### src/rtl/muldiv_pkg.sv
// Shared definitions for the iterative multiply/divide unit: operation
// encodings carried on op_i and the control FSM state encoding.
package muldiv_pkg;

    localparam logic [1:0] OP_MULTU = 2'b00;
    localparam logic [1:0] OP_MULT  = 2'b01;
    localparam logic [1:0] OP_DIVU  = 2'b10;
    localparam logic [1:0] OP_DIV   = 2'b11;

    typedef enum logic [1:0] {
        ST_IDLE  = 2'd0,
        ST_PREP  = 2'd1,
        ST_CALC  = 2'd2,
        ST_FIXUP = 2'd3
    } state_t;

    // True for either divide encoding.
    function automatic logic op_is_div(input logic [1:0] op);
        return (op == OP_DIVU) || (op == OP_DIV);
    endfunction

    // True for the encodings that carry signed operands.
    function automatic logic op_is_signed(input logic [1:0] op);
        return (op == OP_MULT) || (op == OP_DIV);
    endfunction

endpackage

### src/rtl/muldiv_step.sv
// One iteration of the multiply/divide datapath (purely combinational).
//   i_is_div : 1 = restoring-divide step, 0 = shift-add multiply step
//   i_acc    : upper working register (partial product high / partial remainder)
//   i_q      : lower working register (multiplier bits / dividend-quotient bits)
//   i_m      : multiplicand (multiply) or divisor (divide), magnitude only
//   o_acc    : next upper working register
//   o_q      : next lower working register
module muldiv_step #(
    parameter int unsigned XLEN = 32
) (
    input  logic            i_is_div,
    input  logic [XLEN-1:0] i_acc,
    input  logic [XLEN-1:0] i_q,
    input  logic [XLEN-1:0] i_m,
    output logic [XLEN-1:0] o_acc,
    output logic [XLEN-1:0] o_q
);

    logic [XLEN:0] w_sum;
    logic [XLEN:0] w_shift;
    logic [XLEN:0] w_diff;
    logic          w_qbit;

    always_comb begin
        w_sum   = '0;
        w_shift = '0;
        w_diff  = '0;
        w_qbit  = 1'b0;
        o_acc   = i_acc;
        o_q     = i_q;
        if (i_is_div) begin
            // Bring the next dividend bit into the partial remainder and
            // keep the subtraction only if it does not go negative.
            w_shift = {i_acc, i_q[XLEN-1]};
            w_qbit  = (w_shift >= {1'b0, i_m});
            w_diff  = w_shift - {1'b0, i_m};
            o_acc   = w_qbit ? XLEN'(w_diff) : XLEN'(w_shift);
            o_q     = {i_q[XLEN-2:0], w_qbit};
        end else begin
            // Conditionally add the multiplicand, then shift the whole
            // {acc, q} pair right by one, carry included.
            w_sum = i_q[0] ? ({1'b0, i_acc} + {1'b0, i_m}) : {1'b0, i_acc};
            o_acc = w_sum[XLEN:1];
            o_q   = {w_sum[0], i_q[XLEN-1:1]};
        end
    end

endmodule

### src/rtl/muldiv_unit.sv
// Iterative MIPS-style HI/LO multiply/divide unit, one bit per cycle.
//   clk_i, rst_i         : clock, asynchronous active-low reset
//   start_i, op_i        : begin an op (sampled in IDLE); MULTU/MULT/DIVU/DIV
//   a_i, b_i             : rs / rt operands
//   flush_i              : abort the op in flight
//   hi_we_i, lo_we_i     : direct HI/LO writes from wdata_i while not busy
//   busy_o               : op in flight
//   done_o, div_zero_o   : commit pulse, divide-by-zero flag with it
//   hi_o, lo_o           : architectural HI/LO registers
module muldiv_unit
    import muldiv_pkg::*;
#(
    parameter int unsigned XLEN      = 32,
    parameter bit          SIGNED_EN = 1'b1
) (
    input  logic            clk_i,
    input  logic            rst_i,
    input  logic            start_i,
    input  logic [1:0]      op_i,
    input  logic [XLEN-1:0] a_i,
    input  logic [XLEN-1:0] b_i,
    input  logic            flush_i,
    input  logic            hi_we_i,
    input  logic            lo_we_i,
    input  logic [XLEN-1:0] wdata_i,
    output logic            busy_o,
    output logic            done_o,
    output logic            div_zero_o,
    output logic [XLEN-1:0] hi_o,
    output logic [XLEN-1:0] lo_o
);

    localparam int unsigned CNT_W = $clog2(XLEN);
    localparam int unsigned PW    = 2 * XLEN;

    state_t            r_state;
    state_t            w_state_nxt;
    logic [1:0]        r_op;
    logic [XLEN-1:0]   r_a_raw;
    logic [XLEN-1:0]   r_b_raw;
    logic [XLEN-1:0]   r_acc;
    logic [XLEN-1:0]   r_q;
    logic [XLEN-1:0]   r_m;
    logic [CNT_W-1:0]  r_cnt;
    logic              r_neg_q;
    logic              r_neg_r;
    logic              r_busy;
    logic              r_done;
    logic              r_dz;
    logic [XLEN-1:0]   r_hi;
    logic [XLEN-1:0]   r_lo;

    logic              w_busy_nxt;
    logic              w_done_nxt;
    logic              w_dz_nxt;
    logic [XLEN-1:0]   w_hi_nxt;
    logic [XLEN-1:0]   w_lo_nxt;

    logic              w_is_div;
    logic              w_is_signed;
    logic              w_neg_a;
    logic              w_neg_b;
    logic [XLEN-1:0]   w_abs_a;
    logic [XLEN-1:0]   w_abs_b;
    logic              w_b_zero;
    logic [XLEN-1:0]   w_acc_step;
    logic [XLEN-1:0]   w_q_step;
    logic [PW-1:0]     w_prod;
    logic [PW-1:0]     w_prod_fix;
    logic [XLEN-1:0]   w_quo;
    logic [XLEN-1:0]   w_rem;
    logic [XLEN-1:0]   w_hi_fix;
    logic [XLEN-1:0]   w_lo_fix;

    assign busy_o     = r_busy;
    assign done_o     = r_done;
    assign div_zero_o = r_dz;
    assign hi_o       = r_hi;
    assign lo_o       = r_lo;

    // Operand decode on the latched request; with SIGNED_EN=0 every op is unsigned.
    assign w_is_div    = op_is_div(r_op);
    assign w_is_signed = SIGNED_EN && op_is_signed(r_op);
    assign w_neg_a     = w_is_signed && r_a_raw[XLEN-1];
    assign w_neg_b     = w_is_signed && r_b_raw[XLEN-1];
    assign w_abs_a     = w_neg_a ? -r_a_raw : r_a_raw;
    assign w_abs_b     = w_neg_b ? -r_b_raw : r_b_raw;
    assign w_b_zero    = (r_b_raw == '0);

    muldiv_step #(
        .XLEN (XLEN)
    ) u_step (
        .i_is_div (w_is_div),
        .i_acc    (r_acc),
        .i_q      (r_q),
        .i_m      (r_m),
        .o_acc    (w_acc_step),
        .o_q      (w_q_step)
    );

    // Sign correction of the unsigned magnitude result.
    assign w_prod     = {r_acc, r_q};
    assign w_prod_fix = r_neg_q ? -w_prod : w_prod;
    assign w_quo      = r_neg_q ? -r_q : r_q;
    assign w_rem      = r_neg_r ? -r_acc : r_acc;

    // Result committed in FIXUP; divide by zero bypasses the iteration result.
    always_comb begin
        w_hi_fix = w_prod_fix[PW-1:XLEN];
        w_lo_fix = w_prod_fix[XLEN-1:0];
        if (w_is_div) begin
            if (w_b_zero) begin
                w_hi_fix = r_a_raw;
                w_lo_fix = '1;
            end else begin
                w_hi_fix = w_rem;
                w_lo_fix = w_quo;
            end
        end
    end

    // Control FSM state and registered outputs.
    always_ff @(posedge clk_i or negedge rst_i) begin
        if (!rst_i) begin
            r_state <= ST_IDLE;
            r_busy  <= 1'b0;
            r_done  <= 1'b0;
            r_dz    <= 1'b0;
            r_hi    <= '0;
            r_lo    <= '0;
        end else begin
            r_state <= w_state_nxt;
            r_busy  <= w_busy_nxt;
            r_done  <= w_done_nxt;
            r_dz    <= w_dz_nxt;
            r_hi    <= w_hi_nxt;
            r_lo    <= w_lo_nxt;
        end
    end

    // Next state and next output values.
    always_comb begin
        w_state_nxt = r_state;
        w_busy_nxt  = r_busy;
        w_done_nxt  = 1'b0;
        w_dz_nxt    = 1'b0;
        w_hi_nxt    = r_hi;
        w_lo_nxt    = r_lo;

        if (!r_busy && hi_we_i) w_hi_nxt = wdata_i;
        if (!r_busy && lo_we_i) w_lo_nxt = wdata_i;

        case (r_state)
            ST_IDLE: begin
                if (start_i && !flush_i) begin
                    w_state_nxt = ST_PREP;
                    w_busy_nxt  = 1'b1;
                end
            end
            ST_PREP: w_state_nxt = ST_CALC;
            ST_CALC: begin
                if (r_cnt == '0) w_state_nxt = ST_FIXUP;
            end
            ST_FIXUP: begin
                w_state_nxt = ST_IDLE;
                w_busy_nxt  = 1'b0;
                w_done_nxt  = 1'b1;
                w_dz_nxt    = w_is_div && w_b_zero;
                w_hi_nxt    = w_hi_fix;
                w_lo_nxt    = w_lo_fix;
            end
            default: w_state_nxt = ST_IDLE;
        endcase

        // Flush abandons the op without touching HI/LO or pulsing done.
        if (flush_i && (r_state != ST_IDLE)) begin
            w_state_nxt = ST_IDLE;
            w_busy_nxt  = 1'b0;
            w_done_nxt  = 1'b0;
            w_dz_nxt    = 1'b0;
            w_hi_nxt    = r_hi;
            w_lo_nxt    = r_lo;
        end
    end

    // Operand latch, working registers and iteration counter.
    always_ff @(posedge clk_i or negedge rst_i) begin
        if (!rst_i) begin
            r_op    <= OP_MULTU;
            r_a_raw <= '0;
            r_b_raw <= '0;
            r_acc   <= '0;
            r_q     <= '0;
            r_m     <= '0;
            r_cnt   <= '0;
            r_neg_q <= 1'b0;
            r_neg_r <= 1'b0;
        end else begin
            case (r_state)
                ST_IDLE: begin
                    if (start_i && !flush_i) begin
                        r_op    <= op_i;
                        r_a_raw <= a_i;
                        r_b_raw <= b_i;
                    end
                end
                ST_PREP: begin
                    r_acc   <= '0;
                    r_q     <= w_is_div ? w_abs_a : w_abs_b;
                    r_m     <= w_is_div ? w_abs_b : w_abs_a;
                    r_neg_q <= w_neg_a ^ w_neg_b;
                    r_neg_r <= w_neg_a;
                    r_cnt   <= CNT_W'(XLEN - 1);
                end
                ST_CALC: begin
                    r_acc <= w_acc_step;
                    r_q   <= w_q_step;
                    if (r_cnt != '0) r_cnt <= r_cnt - CNT_W'(1);
                end
                default: ;
            endcase
        end
    end

endmodule
### config.mk
export PLATFORM = sky130hd
export DESIGN_NAME = muldiv_unit
export DESIGN_NICKNAME = d
export VERILOG_FILES = /design/src/rtl/muldiv_pkg.sv /design/src/rtl/muldiv_step.sv /design/src/rtl/muldiv_unit.sv
export SDC_FILE = /design/constraint.sdc
export NUM_CORES = 1
export LEC_CHECK = 0
export ABC_AREA = 1
export BUFFER_PORTS_ARGS = -buffer_cell sky130_fd_sc_hd__buf_4
export CORE_ASPECT_RATIO = 1.5
export CORE_MARGIN = 5
export CORE_UTILIZATION = 35
export CTS_BUF_LIST = sky130_fd_sc_hd__clkbuf_4 sky130_fd_sc_hd__clkbuf_8
export DETAILED_ROUTE_END_ITERATION = 16
export PLACE_DENSITY = 0.54
export SLEW_MARGIN = 10
export SYNTH_ARGS = -nofsm -noshare
export SYNTH_HDL_FRONTEND = slang
export SYNTH_HIERARCHICAL = 1
export SYNTH_SLANG_ARGS = --single-unit
export TNS_END_PERCENT = 50
### constraint.sdc
create_clock -name clk_i -period 2.65 [get_ports clk_i]
set_clock_uncertainty 0.1 [all_clocks]
set_input_delay 0 -clock clk_i [delete_from_list [all_inputs] [get_ports clk_i]]
set_output_delay 0 -clock clk_i [all_outputs]
set_load 0.02 [all_outputs]
==> results.md, run 1 <==
- Largest stage delay on the critical path: 0.41 ns
- Max Cap Violations: 0
- Met1 wire length: 40800 um
- Die Wd: 215 um
- Synthesis-to-finish area growth: 37.3%
- Leakage: 0.0156 uW
- Synth top area share: 0.269
- Asr flop ratio synth: 1.00
- Largest net degree at the start of global routing: 118
- Sequential fraction of the synthesis area: 0.269
- Vias in the first global route: 26600
- Fillers: 6749
- Area contributors post-synth: dfrtp_1, nand2_1, nand3_1
- Flop and latch count out of synthesis: 238
- Share of layout cells above drive strength 1: 0.207
- Vias: 27100
- Final WL: 114000 um
- Fin. Hold Viols: 0
- Count leader, synth: nand2_1
- Required time worst endpoint: 3.04 ns
- Slowest cell on the critical path: fa_2
- Netlist cell types: 48
- Initial Util: 0.351
- # H-tree levels: 2
- Row count: 113
- Crit path max-delay family: simple AND/OR/NAND/NOR gates
- Max VDD drop: 997 uV
- Global-route wire length before repair: 164000 um
- CTS max path bufs: 3
- Worst-Skew Late Latency: 0.65 ns
- Post-synth EDFFs: 0
- Dominant cell type by area after synthesis: dfrtp_1
- GR Util All Layers: 0.316
- Slew HR: 0.432
- Initial antenna violation count: 3
- Tot Pwr: 50000 uW
- Crit Path Class: reg2reg
- Final period utilization: 1.01
- Cells along the critical path: ha_2 > fa_2 > nand2_2 > nand2_4 > and2_4 > nand3_2 > nand3b_1 > buf_6 > buf_4 > xor2_1 > o21ai_1 > nand2_1 > nand3_1 > o21ai_0
- DR iter-0 viols: 2564
- Crit path DAT: 3.06 ns
- Drt drc: 0
- CP max FO: 3
- YS warnings: 6
- Die Span Y: 318 um
- DIE AREA: 68400 um2
- CTS tree: yes
- Least-Margin Pin Slew: 0.852 ns
- Post-layout util: 0.482
- Root Driver: clkbuf_8
- Crit path capture type: flop
- PwrDens: 1650 nW/um2
- Min Clock Period, post-route: 2.66 ns
- Ys flop type: dfrtp_1
- Per-cell routed wire length: 22.1 um
- Sum of buffers and inverters on the critical path: 2
- Clock sinks: 238
- Metal3 WL: 6320 um
- Avg Cell Area, Syn: 5.94 um2
- Total grt overflow: 0
- Final worst slack: -0.0139 ns
- Hpwl dp: 90500 um
- Nets: 4507
- GP Congestion: 1.05
- Final slew viol count: 0
- Post-Syn Instances: 3724
- Core area: 63100 um2
- I/O pins: 171
- PortBufs: 170
- Cts bufs inserted: 42
- Post-synth top cells: nand2_1, inv_1, nor2_1, nand3_1, o21ai_0
- Net Count, Synth: 3904
- Worst Hold Class: in2reg
- Final std cells w/o fill: 5162
- Unrepaired setup endpoints after global routing: true
- Final setup vio count: 1
- Outcome: finished with violations
- Mapped cell area: 22100 um2
- Met2 wire length: 54400 um
- Startpoint types: flop
- Top sig layer: met5
- DR vias/cell: 5.25
- Antenna Nets Post-Route: 0
- Worst-path clk slew: 0.06 ns
- Failing checks: setup timing
- Fmax achieved: 0.375 GHz
- DP Cell Count: 4916
- 1st-pass router iterations: 6
[worst min-delay path, delay by kind of cell]
kind                   cells  cell delay (ns)
AO/OA/AOI/OAI              1             0.05
AND/OR/NAND/NOR            1             0.04
buffers and inverters      2             0.62
[layout by cell type, fill, tap and decap left out, types with 6 or more instances in the layout]
cell,Yosys,final
nand4_1,46,46
nand3_1,402,383
nor2_2,21,40
dfrtp_2,0,19
nor2_1,423,392
o21a_1,6,6
nand2_2,8,49
xnor2_1,19,17
nand2_1,1202,1152
clkbuf_8,0,47
buf_12,1,21
xor2_1,88,88
ha_2,0,9
or2_2,6,6
clkinv_2,0,8
o211ai_1,19,19
ha_4,0,38
dfrtp_1,238,218
nand2_4,2,9
buf_4,8,525
nor3_1,12,12
nor2_4,3,15
inv_1,462,455
a21oi_2,1,14
ha_1,74,27
a21oi_1,176,162
dlygate4sd3_1,0,147
o21ai_0,275,270
nand3_2,15,32
clkbuf_4,0,16
o21ai_1,21,24
o21bai_1,10,9
nand3b_1,8,8
inv_2,11,18
[repair_timing]
action | in CTS | in global routing
pin swaps | 3 | 36
gates resized for setup | 32 | 212
hold buffers | 147 | 0
cloned | 0 | 2
setup endpoints to repair | 27 | 58
hold endpoints to repair | 373 | 0
setup buffers | 2 | 21
[logic make-up after synthesis]
| logic type | after synthesis | share of synthesized area |
|---|---|---|
| DFF | 238 | 0.269 |
| AOI/OAI and AO/OA | 526 | 0.126 |
| buffers and inverters | 618 | 0.110 |
| and+or+nand+nor | 2159 | 0.409 |
| adders and majority gates | 76 | 0.0437 |
| xor gates and xnor gates | 107 | 0.0424 |
[path summary, 6_finish.rpt]
kind / start / to / slack, ns / cells after the start
min in group asynchronous: rst_i / r_b_raw[13] / 0.45 / 3
worst max-delay path: r_acc[0] / r_acc[11] / -0.01 / 14
max in group asynchronous: rst_i / r_m[13] / 1.15 / 4
worst max register to register: r_acc[0] / r_acc[11] / -0.01 / 14
worst min register to register: lo_o[10] / lo_o[10] / 0.40 / 2
worst min-delay path: b_i[29] / r_b_raw[29] / 0.04 / 4
[power breakdown]
group	internal, uW	leakage [uW]	switching [uW]
sequential	5440	0.00288	2080
clock	1950	0.000462	1750
combinational	14300	0.0123	24500
total	21600	0.0156	28400
[area by class of cell]
| cell class | count | area [um2] | area share |
|---|---|---|---|
| Clock buffer | 63 | 767 | 0.0253 |
| Tap cell | 805 | 1010 | 0.0332 |
| Antenna cell | 1 | 2.50 | 0.0000824 |
| Clock inverter | 10 | 82.6 | 0.00272 |
| Inverter | 475 | 1780 | 0.0588 |
| Multi-Input combinational cell | 2868 | 14800 | 0.486 |
| Sequential cell | 238 | 5980 | 0.197 |
| Timing Repair Buffer | 702 | 5970 | 0.197 |
[per-stage QoR]
step | hold WS [ns] | setup TNS, ns | worst slack, ns | instance area, um2
6_report | 0.0356 | -0.0139 | -0.0139 | 30400
5_1_grt | 0.0527 | -0.819 | -0.0837 | 30400
4_1_cts | 0.00281 | -0.00445 | -0.00445 | 29200
3_5_place_dp | 0.00489 | -1.74 | -0.164 | 26700
3_3_place_gp | -0.00141 | -2.27 | -0.203 | 26700
2_1_floorplan | -0.396 | 0 | 0.370 | 22100
[flip-flops by register name (all words and copies together), names as in the netlist]
| signal | cells |
|---|---|
| lo_o | 32 |
| r_neg_q | 1 |
| r_op | 2 |
| div_zero_o | 1 |
| r_a_raw | 32 |
| r_b_raw | 32 |
| hi_o | 32 |
| r_q | 32 |
| r_cnt | 5 |
| r_acc | 32 |
| r_state | 2 |
| done_o | 1 |
| r_m | 32 |
| r_neg_r | 1 |
| busy_o | 1 |
[layer usage]
layer | vias to the layer above | global-route usage
li1 | 13100 | -
met1 | 12500 | 0.337
met2 | 1064 | 0.545
met3 | 438 | 0.0445
met4 | 2 | 0.274
met5 | - | 0
Note: power is estimated with default switching activity, not from simulation.
==> run 2, diff against run 1 <==
CORE_ASPECT_RATIO = 2   (was 1.5)
PLACE_DENSITY = unset   (was 0.54)
==> run 2 against run 1 <==
Compared with the run above: the run still ends with setup timing left; clock power up 7.0%; setup slack got worse by 0.0084 ns; wire length is 10% higher; core utilization is 1.2 points higher; final cell count rose by 1.1%.
==> results.md, run 2 (synthesized netlist as in run 1, its figures left out) <==
- DP Cell Count: 5009
- CTS tree: yes
- Synthesis-to-finish area growth: 40.2%
- Startpoint types: flop
- Failing checks: setup timing
- Met3 usage: 0.0529
- Crit path capture type: flop
- Final TNS setup: -0.0288 ns
- 1st-pass router iterations: 7
- Hpwl dp: 100000 um
- Min Clock Period, post-route: 2.67 ns
- Placed cell area: 27500 um2
- Drt drc: 0
- Fin. Hold Viols: 0
- Clock sinks: 238
- WHS: 0.0223 ns
- Max Cap Violations: 0
- CP max FO: 6
- PwrDens: 1720 nW/um2
- Final std cells w/o fill: 5220
- Vias: 28100
- Most frequent cells in the layout: nand2_1, buf_4, inv_1, nor2_1, nand3_1
- Largest net degree at the start of global routing: 88
- Met1 usage: 0.318
- Crit Path Class: reg2reg
- Least-Margin Pin Slew: 0.783 ns
- Worst Hold Class: in2reg
- Internal Power: 23000 uW
- M2 GR Usage: 0.621
- GP Congestion: 1.14
- Commonest non-fill, non-tap cell in the layout: nand2_1
- Finished Cell Area: 31000 um2
- Nets: 4576
- Final period utilization: 1.01
- # H-tree levels: 2
- PortBufs: 170
- DIE AREA: 68600 um2
- Sw Ratio: 0.568
- Slew HR: 0.476
- Share of layout cells above drive strength 1: 0.227
- Fmax achieved: 0.374 GHz
- DP Worst Slack: -0.210 ns
- Fillers: 6640
- Final setup vio count: 2
- Cts bufs inserted: 38
- Clock power frac: 0.074
- Initial Util: 0.352
- Switching Power: 30200 uW
- Final worst slack: -0.0223 ns
- Core area: 62800 um2
- DR vias/cell: 5.38
- Worst-Skew Late Latency: 0.63 ns
- Row count: 130
- GR Util All Layers: 0.350
- Per-cell routed wire length: 24.0 um
- Final slew viol count: 0
- CTS max path bufs: 3
- Final WL: 125000 um
- Root Driver: clkbuf_8
- GR peak layer: met2
- Required time worst endpoint: 3.03 ns
- Gate power share: 0.787
- Global-route wire length before repair: 177000 um
- Leakage: 0.0160 uW
- Die Span Y: 366 um
- Die Wd: 188 um
- Initial antenna violation count: 1
- Sequential fraction of design power: 0.138
- Total grt overflow: 0
- Vias in the first global route: 28000
- I/O pins: 171
- Crit path DAT: 3.06 ns
- Outcome: finished with violations
- Unrepaired setup endpoints after global routing: true
- Max VDD drop: 1450 uV
- DR iter-0 viols: 2272
- Antenna Nets Post-Route: 0
- Worst-path clk slew: 0.06 ns
run 2: routing by layer:
layer | vias up | share of wire
met1 | 13000 | 0.31
met3 | 616 | 0.056
met5 | - | 0
met4 | 0 | 0.15
li1 | 13200 | -
met2 | 1246 | 0.49
run 2: per-stage QoR:
| step | power [uW] | util |
|---|---|---|
| after global placement | 45500 | 0.438 |
| after floorplan | 26800 | - |
| after detailed placement | 45500 | 0.438 |
| after global routing | 56300 | 0.494 |
| final | 53200 | 0.494 |
| after CTS | 50200 | 0.475 |
run 2: worst paths after layout:
check,startpoint,end,slack [ns],cells after the start
max in group asynchronous,rst_i,r_acc[15],1.17,4
min in group asynchronous,rst_i,r_b_raw[10],0.39,3
worst max-delay path,r_acc[27],r_acc[30],-0.02,13
worst min register to register,lo_o[10],lo_o[10],0.40,2
worst max register to register,r_acc[27],r_acc[30],-0.02,13
worst min-delay path,a_i[22],r_a_raw[22],0.02,4
run 2: cell type report:
type / instances / area [um2] / area share
Multi-Input combinational cell: 2869 / 14900 / 0.480
Timing Repair Buffer: 774 / 6460 / 0.208
Sequential cell: 238 / 5970 / 0.193
Inverter: 475 / 1790 / 0.0576
Tap cell: 792 / 991 / 0.0320
Clock buffer: 55 / 707 / 0.0228
Clock inverter: 15 / 209 / 0.00674
Antenna cell: 2 / 5.00 / 0.000161
run 2: what timing repair did:
item	CTS	global route
gates cloned	0	3
pin swaps	1	25
hold endpoints to repair	373	0
hold buffers	121	0
endpoints found under the setup margin	29	75
resized for setup	49	215
buffers inserted	1	14
run 2: power groups by stage:
stage	logic (uW)	clock network (uW)	registers (uW)
global route	44700	4140	7490
floorplan	19400	0	7410
detailed placement	38300	0	7250
finish	41900	3960	7370
global placement	38300	0	7210
CTS	39000	4020	7200
run 2: critical path, stage by stage, from the launching register on:
cell and delay [ns]:
dfrtp_1 0.41, buf_4 0.20, ha_1 0.46, nand2_1 0.22, nor2_2 0.21, nand2_1 0.10
nor2_1 0.13, nand2_2 0.12, nand3_1 0.12, nand3_2 0.12, nand2_1 0.09, nand2_1 0.09
nand3_1 0.09, o21ai_0 0.08
